File: src/rtl/cl_gf_seq.sv
// cl_gf_seq
//   Sequencer and request front-end for the shared carry-less / polynomial
//   reduction datapath. It accepts one operation at a time and drives the
//   external combinational datapath for one pass (CLMUL, MUL, REDUCE) or two
//   passes (GFMUL: multiply, then reduce). It returns the result over a
//   valid/ready response channel.
//
// Ports
//   clk, rst_l            clock; synchronous active-low reset
//   cfg_we/poly/grade     reduction polynomial configuration write
//   req_*                 request channel (op: 00 CLMUL, 01 MUL, 10 GFMUL, 11 REDUCE)
//   resp_*                response channel (err = invalid grade for GFMUL/REDUCE)
//   dp_*                  controls/operands to datapath, results from datapath
module cl_gf_seq #(
  parameter int DATA_WIDTH = 32,
  localparam int GW = $clog2(DATA_WIDTH) + 1
) (
  input  logic                    clk,
  input  logic                    rst_l,
  input  logic                    cfg_we,
  input  logic [DATA_WIDTH:0]     cfg_poly,
  input  logic [GW-1:0]           cfg_grade,
  input  logic                    req_valid,
  output logic                    req_ready,
  input  logic [1:0]              req_op,
  input  logic [DATA_WIDTH-1:0]   req_a,
  input  logic [DATA_WIDTH-1:0]   req_b,
  output logic                    resp_valid,
  input  logic                    resp_ready,
  output logic [2*DATA_WIDTH-1:0] resp_data,
  output logic                    resp_err,
  output logic                    dp_red_funct,
  output logic                    dp_carry_option,
  output logic [GW-1:0]           dp_polyn_grade,
  output logic [DATA_WIDTH:0]     dp_polyn_red_in,
  output logic [2*DATA_WIDTH-1:0] dp_reduc_in,
  output logic [DATA_WIDTH-1:0]   dp_a,
  output logic [DATA_WIDTH-1:0]   dp_b,
  input  logic [2*DATA_WIDTH-1:0] dp_mult_out,
  input  logic [DATA_WIDTH-1:0]   dp_out_poly
);

  localparam logic [1:0] OP_CLMUL  = 2'b00;
  localparam logic [1:0] OP_MUL    = 2'b01;
  localparam logic [1:0] OP_GFMUL  = 2'b10;
  localparam logic [1:0] OP_REDUCE = 2'b11;

  typedef enum logic [1:0] {
    S_IDLE,
    S_MUL,
    S_RED,
    S_RESP
  } state_t;

  state_t                r_state;
  logic [1:0]            r_op;
  logic [DATA_WIDTH:0]   r_poly;
  logic [GW-1:0]         r_grade;

  logic                  w_grade_ok;
  logic                  w_needs_grade;

  always_comb begin
    w_grade_ok    = (r_grade >= GW'(2)) && (r_grade <= GW'(DATA_WIDTH));
    w_needs_grade = (req_op == OP_GFMUL) || (req_op == OP_REDUCE);
    req_ready     = (r_state == S_IDLE);
  end

  // The dp_* registers double as the request snapshot: operands and the
  // polynomial config are latched into them at accept, so a cfg write in the
  // same cycle cannot reach the in-flight op. The product is forwarded
  // straight into resp_data / dp_reduc_in on the MUL-state edge.
  always_ff @(posedge clk) begin
    if (!rst_l) begin
      r_state         <= S_IDLE;
      r_op            <= OP_CLMUL;
      r_poly          <= '0;
      r_grade         <= '0;
      resp_valid      <= 1'b0;
      resp_data       <= '0;
      resp_err        <= 1'b0;
      dp_red_funct    <= 1'b0;
      dp_carry_option <= 1'b0;
      dp_polyn_grade  <= '0;
      dp_polyn_red_in <= '0;
      dp_reduc_in     <= '0;
      dp_a            <= '0;
      dp_b            <= '0;
    end else begin
      if (cfg_we) begin
        r_poly  <= cfg_poly;
        r_grade <= cfg_grade;
      end

      case (r_state)
        S_IDLE: begin
          if (req_valid) begin
            r_op <= req_op;
            if (w_needs_grade && !w_grade_ok) begin
              resp_data  <= '0;
              resp_err   <= 1'b1;
              resp_valid <= 1'b1;
              r_state    <= S_RESP;
            end else begin
              dp_a            <= req_a;
              dp_b            <= req_b;
              dp_polyn_grade  <= r_grade;
              dp_polyn_red_in <= r_poly;
              dp_carry_option <= (req_op == OP_MUL);
              if (req_op == OP_REDUCE) begin
                dp_red_funct <= 1'b1;
                dp_reduc_in  <= {req_b, req_a};
                r_state      <= S_RED;
              end else begin
                dp_red_funct <= 1'b0;
                r_state      <= S_MUL;
              end
            end
          end
        end

        S_MUL: begin
          if (r_op == OP_GFMUL) begin
            dp_red_funct <= 1'b1;
            dp_reduc_in  <= dp_mult_out;
            r_state      <= S_RED;
          end else begin
            resp_data  <= dp_mult_out;
            resp_err   <= 1'b0;
            resp_valid <= 1'b1;
            r_state    <= S_RESP;
          end
        end

        S_RED: begin
          resp_data  <= {{DATA_WIDTH{1'b0}}, dp_out_poly};
          resp_err   <= 1'b0;
          resp_valid <= 1'b1;
          r_state    <= S_RESP;
        end

        S_RESP: begin
          if (resp_ready) begin
            resp_valid <= 1'b0;
            r_state    <= S_IDLE;
          end
        end

        default: r_state <= S_IDLE;
      endcase
    end
  end

endmodule

File: config.mk
export PLATFORM = sky130hd
export DESIGN_NAME = cl_gf_seq
export DESIGN_NICKNAME = d
export VERILOG_FILES = /design/src/rtl/cl_gf_seq.sv
export SDC_FILE = /design/constraint.sdc
export NUM_CORES = 1
export LEC_CHECK = 0
export ABC_AREA = 1
export BUFFER_PORTS_ARGS = -buffer_cell sky130_fd_sc_hd__buf_4
export CAP_MARGIN = 5
export CORE_MARGIN = 5
export CORE_UTILIZATION = 49
export DETAILED_ROUTE_END_ITERATION = 16
export PLACE_DENSITY_LB_ADDON = 0.3
export SKIP_LAST_GASP = 1
export SYNTH_ARGS = -nofsm -noshare
export SYNTH_HDL_FRONTEND = slang
export SYNTH_SLANG_ARGS = --single-unit
export TNS_END_PERCENT = 50
File: constraint.sdc
create_clock -name clk -period 2.69 [get_ports clk]
set_clock_uncertainty 0.2 [all_clocks]
set_input_delay 0.1345 -clock clk [delete_from_list [all_inputs] [get_ports clk]]
set_output_delay 0.1345 -clock clk [all_outputs]
set_load 0.005 [all_outputs]
==> results of run 1 <==
==> routing by layer <==
| layer | up-vias | global-route usage, % | share of wire, % |
|---|---|---|---|
| met5 | - | 0 | 0 |
| met4 | 0 | 21.15 | 6.8 |
| met3 | 296 | 9.104 | 11 |
| met2 | 1154 | 60.85 | 46 |
| met1 | 7299 | 43.21 | 36 |
| li1 | 7185 | - | - |
==> kinds of logic (layout without fill, tap and decap cells) <==
logic type,count (synthesis),count (layout),share of synthesized area [%]
AND/OR/NAND/NOR,909,909,30.94
other,0,5,0
adder cells (fa/ha/maj),5,5,0.4916
buffers and inverters,419,1076,13.09
flip-flops,278,278,43.73
AO/OA/AOI/OAI,228,228,9.940
multiplexers,23,23,1.809
==> area by class of cell <==
cell class	count	area (um^2)
Antenna cell	5	12.51
Multi-Input combinational cell	1165	5553
Clock buffer	45	898.4
Timing Repair Buffer	756	6469
Sequential cell	278	5565
Fill cell	1691	5823
Tap cell	335	419.2
Inverter	268	1012
Clock inverter	7	85.08
==> worst paths after layout <==
| kind | cells past startpoint | from | to | slack, ps |
|---|---|---|---|---|
| worst max-delay path | 9 | r_grade[5] | dp_a[21] | 90 |
| worst min-delay path | 5 | req_valid | r_op[1] | 130 |
| worst max register to register | 9 | r_grade[5] | dp_a[21] | 90 |
| worst min register to register | 2 | dp_a[14] | dp_a[14] | 260 |
==> state kept, by name, indices dropped and copies added, names as in the netlist, 2 cells and up <==
register,cells
dp_polyn_grade,6
dp_polyn_red_in,33
dp_a,32
resp_data,64
r_op,2
dp_b,32
r_poly,33
r_state,2
r_grade,6
dp_reduc_in,64
==> power groups by stage <==
| stage | clock network [mW] | logic, mW | registers, mW |
|---|---|---|---|
| 4_1_cts | 4.19 | 9.66 | 6.07 |
| 2_1_floorplan | 0 | 5.23 | 6.13 |
| 3_3_place_gp | 0 | 8.99 | 6.09 |
| 6_report | 4.17 | 10.1 | 6.13 |
| 3_5_place_dp | 0 | 9.16 | 6.14 |
| 5_1_grt | 4.38 | 11.1 | 6.23 |
==> stage by stage <==
step                setup TNS (ps)  setup WS [ps]  power (mW)  hold slack (ps)  instances
floorplan                        0          684.2       11.36            69.40       1862
global placement                 0          380.7       15.09            153.6       2518
detailed placement               0          325.7       15.30            163.1       2518
CTS                              0          53.20       19.92            55.80       2851
global route                -63.23         -34.25       21.66            163.3       2859
finish                           0          89.70       20.43            126.5       2859
==> worst max-delay path, stage by stage, from the launching register on <==
cell and delay [ps]:
dfxtp_1 350, inv_2 60, nor2_1 100, nand3_1 140, nand3_4 120, buf_6 260, buf_6 310, nand4_1 140
dlygate4sd3_1 630, a21oi_1 190
==> timing repair <==
action | 4_1_cts | 5_1_grt
buffers inserted | 0 | 3
hold buffers | 281 | 0
endpoints found under the setup margin | 0 | 22
hold endpoints to repair | 239 | 0
resized for setup | 0 | 4
==> cells in the final DEF, fill, tap and decap left out <==
cell type      netlist  layout
a31oi_1              1       1
nand3_4              1       3
buf_6                0       4
or2_2                1       1
a21oi_2              1       1
nand4_1            196     196
nand3_1              6       4
nand3_2              1       1
clkinv_1             3       2
inv_2                2       3
ha_1                 5       3
inv_1              263     261
inv_4                0       1
dlygate4sd3_1        0     281
o21ai_0             45      45
nand2_2              1       1
buf_12               0       6
diode_2              0       5
clkinvlp_4           0       1
nor2_4               0       1
nand2_1            447     447
a21oi_1            145     145
dfxtp_1            278     278
ha_4                 0       2
clkinv_2             0       5
a22o_1              23      23
nor2_1             255     254
a21boi_0            13      13
or2_1                1       1
clkbuf_16            0      31
mux2i_1             23      23
clkbuf_1            73       7
bufinv_16            0       2
clkbuf_8             0       7
buf_4                8     465
==> impl_metrics.csv, run 1 <==
group,metric,value,unit
sta,rsz0062_at_grt,"true",
critical_path,cp-end-kind,"flip-flop",
floorplan,initial_core_util,49.25,%
floorplan,dieWidth,171.2,um
synth,yosysUniqueCellTypes,25,
placement,io_buffers,441,
global_routing,grt_overflow,0,
synth,synth_most_common_cell,"nand2_1",
clock_tree,cts-root-buf,"clkbuf_16",
detailed_routing,vias,15930,
clock_tree,cts_made_buffers,31,
sta,timing.fmax,0.3846,GHz
power_and_ir_drop,pwr-share-seq,30.0,%
finish,final_nets,2711,
global_routing,grt_max_degree,112,
synth,synth_flop_cell,"dfxtp_1",
synth,synth_top_area_share,43.73,%
critical_path,critPathLaunchType,"flip-flop",
synth,syn-instance-count,1862,
outcome,status,"finished clean",
synth,synth-edff-count,0,
sta,relSlewSlack,49.39,%
synth,syn_area,0.01273,mm^2
clock_tree,clk_path_buf_depth,3,
synth,synthTopCellsByArea,"dfxtp_1 44%, nand2_1 13%, nand4_1 9.6%, inv_1 7.8%, nor2_1 7.5%",
floorplan,die_y,171.2,um
power_and_ir_drop,vdd_drop_max,0.0008276,V
clock_tree,cts_max_level,1,
placement,postPlaceCellArea,0.01617,mm^2
finish,finalInstanceArea,0.02001,mm^2
sta,worstMarginPinSlew,759.1,ps
floorplan,io_pins,442,
critical_path,crit_required,2950,ps
power_and_ir_drop,p_int,11.94,mW
detailed_routing,drc,0,
critical_path,path_class,"flip-flop to flip-flop",
sta,slew_viol_final,0,
clock_tree,clock_sinks,278,
power_and_ir_drop,p_clk_share,20.4,%
global_routing,first_global_vias,15770,
critical_path,crit_fanout,29,
sta,setup_violations,0,
detailed_routing,drt-pass1-iter-count,6,
synth,syn-num-nets,2073,
detailed_routing,drt_iter0_markers,1982,
floorplan,fp-row-count,59,
power_and_ir_drop,p_sw_share,41.53,%
sta,period_needed,2600,ps
global_routing,grtUsageTotal,36.68,%
clock_tree,cts.clk_slew.worst_paths,60,ps
synth,avgSynthCellArea,6.835,um^2
finish,area_growth,57.27,%
synth,async_flop_share,0,%
global_routing,grt_pass1_wl,85710,um
detailed_routing,drt-wirelength-per-cell,19.95,um
power_and_ir_drop,leakage,9.763,nW
finish,final_layout_size_suffix_gt1_share,21.24,%
detailed_routing,drt-total-wl,57050,um
floorplan,dieArea,0.02929,mm^2
power_and_ir_drop,p_switching,8.483,mW
synth,ys_ff_latch,278,
synth,synth_common_cells,"447 x nand2_1, 278 x dfxtp_1, 263 x inv_1",
power_and_ir_drop,p_per_area,1021,mW/mm^2
synth,synth_top_area_cell,"dfxtp_1",
detailed_routing,viasPerCell,5.573,
power_and_ir_drop,pwr-share-comb,49.6,%
placement,dp_hpwl,33460,um
placement,gp_congestion,0.9413,
sta,final.period_utilization,96.67,%
global_routing,antenna_found_initial,5,
detailed_routing,postRouteAntennaNets,0,
worst_hold_path,hold_path_class,"primary input to flip-flop",
synth,yosysWarnings,0,
sta,hold_viol_final,0,
clock_tree,tritoncts,"yes",
run,max-cap-violations,0,
floorplan,fp.coreArea,0.02584,mm^2
synth,ys_seq_area_share,43.73,%
clock_tree,clock_latency,550,ps
critical_path,cp.arrival,2860,ps
finish,final_core_util,77.46,%
No activity file was read; power rests on OpenSTA's default activity.
==> run 2: changes to the inputs <==
--- a/config.mk
+++ b/config.mk
@@ -8,8 +8,10 @@
 export ABC_AREA = 1
 export BUFFER_PORTS_ARGS = -buffer_cell sky130_fd_sc_hd__buf_4
 export CAP_MARGIN = 5
+export CELL_PAD_IN_SITES_DETAIL_PLACEMENT = 0
+export CELL_PAD_IN_SITES_GLOBAL_PLACEMENT = 1
 export CORE_MARGIN = 5
-export CORE_UTILIZATION = 49
+export CORE_UTILIZATION = 35
 export DETAILED_ROUTE_END_ITERATION = 16
 export PLACE_DENSITY_LB_ADDON = 0.3
 export SKIP_LAST_GASP = 1
==> impl_metrics.csv, run 2 (synthesis gave the netlist of run 1 again) <==
group,metric,value,unit
outcome,status,"finished clean",
clock_tree,clock_sinks,278,
global_routing,grt_use_met2,42.16,%
detailed_routing,viasPerCell,4.925,
placement,gp_congestion,0.8542,
global_routing,grt_pass1_wl,83670,um
clock_tree,cts_made_buffers,34,
worst_hold_path,hold_path_class,"primary input to flip-flop",
floorplan,fp-row-count,69,
clock_tree,clk_path_buf_depth,3,
critical_path,path_class,"flip-flop to flip-flop",
floorplan,dieWidth,200.7,um
critical_path,rr_worst_depth,8,
sta,worstMarginPinSlew,718.9,ps
floorplan,die_y,200.7,um
global_routing,grtUsageTotal,25.41,%
clock_tree,cts-root-buf,"clkbuf_16",
finish,area_growth,58.83,%
sta,setup_violations,0,
critical_path,crit_fanout,30,
detailed_routing,postRouteAntennaNets,0,
sta,rsz0062_at_grt,"false",
clock_tree,tritoncts,"yes",
sta,relSlewSlack,52.07,%
sta,setup-tns-final,0,ps
detailed_routing,drt-total-wl,53610,um
finish,final_common_cell,"buf_4",
critical_path,cp.arrival,2800,ps
detailed_routing,drt-pass1-iter-count,5,
floorplan,initial_core_util,35.61,%
clock_tree,cts.clk_slew.worst_paths,60,ps
power_and_ir_drop,leakage,9.767,nW
critical_path,crit_required,2940,ps
global_routing,grt_use_met1,31.72,%
critical_path,critPathLaunchType,"flip-flop",
global_routing,first_global_vias,14770,
finish,final_nets,2711,
detailed_routing,drc,0,
floorplan,io_pins,442,
run,max-cap-violations,0,
global_routing,use_met3,6.785,%
clock_tree,clock_latency,510,ps
sta,period_needed,2544,ps
global_routing,grt_max_degree,60,
sta,final.period_utilization,94.57,%
floorplan,fp.coreArea,0.03574,mm^2
detailed_routing,drt-wirelength-per-cell,17.97,um
finish,nFillCells,3359,
global_routing,antenna_found_initial,2,
power_and_ir_drop,p_per_area,1012,mW/mm^2
worst_hold_path,hold_path_depth,4,
finish,final_layout_size_suffix_gt1_share,21.65,%
clock_tree,cts_max_level,2,
global_routing,grt_most_used_layer,"met2",
critical_path,cp-end-kind,"flip-flop",
floorplan,dieArea,0.04027,mm^2
detailed_routing,drt_iter0_markers,728,
power_and_ir_drop,total_power,20.45,mW
finish,largestRegisters,"dp_reduc_in x64, resp_data x64",
global_routing,grt_overflow,0,
sta,hold_viol_final,0,
clock_tree,post_cts_buffers,0,
power_and_ir_drop,vdd_drop_max,0.0006616,V
placement,dp_hpwl,34790,um
finish,final_cell_mix,"471 x buf_4, 447 x nand2_1, 278 x dfxtp_1",
detailed_routing,vias,14700,
sta,timing.fmax,0.3931,GHz
sta,slew_viol_final,0,
placement,io_buffers,441,
-- run 2: critical path, stage by stage (launching register included) --
cell and delay (ps):
dfxtp_1 350, inv_1 160, ha_4 340, buf_6 340, nand2_1 230, a21oi_1 170
dlygate4sd3_1 560, nor2_1 40, nor2_1 80
-- run 2: per-stage QoR --
stage / cell area, um^2 / util, % / cells / hold WS [ps] / setup slack [ps]
after floorplan: 12730 / - / 1862 / 69.40 / 684.2
after global placement: 16410 / 45.90 / 2652 / 156.5 / 438.7
after detailed placement: 16410 / 45.90 / 2652 / 162.3 / 331.7
after CTS: 20200 / 56.53 / 2983 / 55.32 / 50.57
after global routing: 20210 / 56.55 / 2984 / 128.8 / 16.23
final: 20210 / 56.55 / 2984 / 93.53 / 146.2
-- run 2: where the power goes --
part / switching (mW) / internal [mW]
sequential: 0.719 / 5.36
combinational: 5.77 / 4.16
clock: 1.80 / 2.63
-- run 2: per-layer routing --
layer | up-vias | part of all wire [%]
li1 | 7184 | -
met1 | 6786 | 41
met2 | 609 | 47
met3 | 116 | 7.4
met4 | 2 | 3.9
met5 | - | 0.013
-- run 2: repair_timing --
item                                   in CTS  in global routing
hold buffers                              273                  0
setup endpoints to repair                   0                  4
endpoints found under the hold margin     237                  0
resized for setup                           0                  2
-- run 2: worst paths after layout --
path,slack [ps],start,end
hold reg to reg,260,dp_polyn_red_in[25],dp_polyn_red_in[25]
hold / removal,90,req_valid,r_op[0]
setup / recovery,150,r_state[1],resp_data[22]
setup reg to reg,150,r_state[1],resp_data[22]
-- run 2: final cells by class --
| cell class | instances | area [um^2] | area share (%) |
|---|---|---|---|
| Clock inverter | 8 | 40.04 | 0.1981 |
| Clock buffer | 50 | 1025 | 5.070 |
| Sequential cell | 278 | 5565 | 27.53 |
| Inverter | 268 | 1012 | 5.008 |
| Antenna cell | 1 | 2.502 | 0.01238 |
| Tap cell | 461 | 576.8 | 2.854 |
| Multi-Input combinational cell | 1165 | 5560 | 27.51 |
| Timing Repair Buffer | 753 | 6431 | 31.82 |
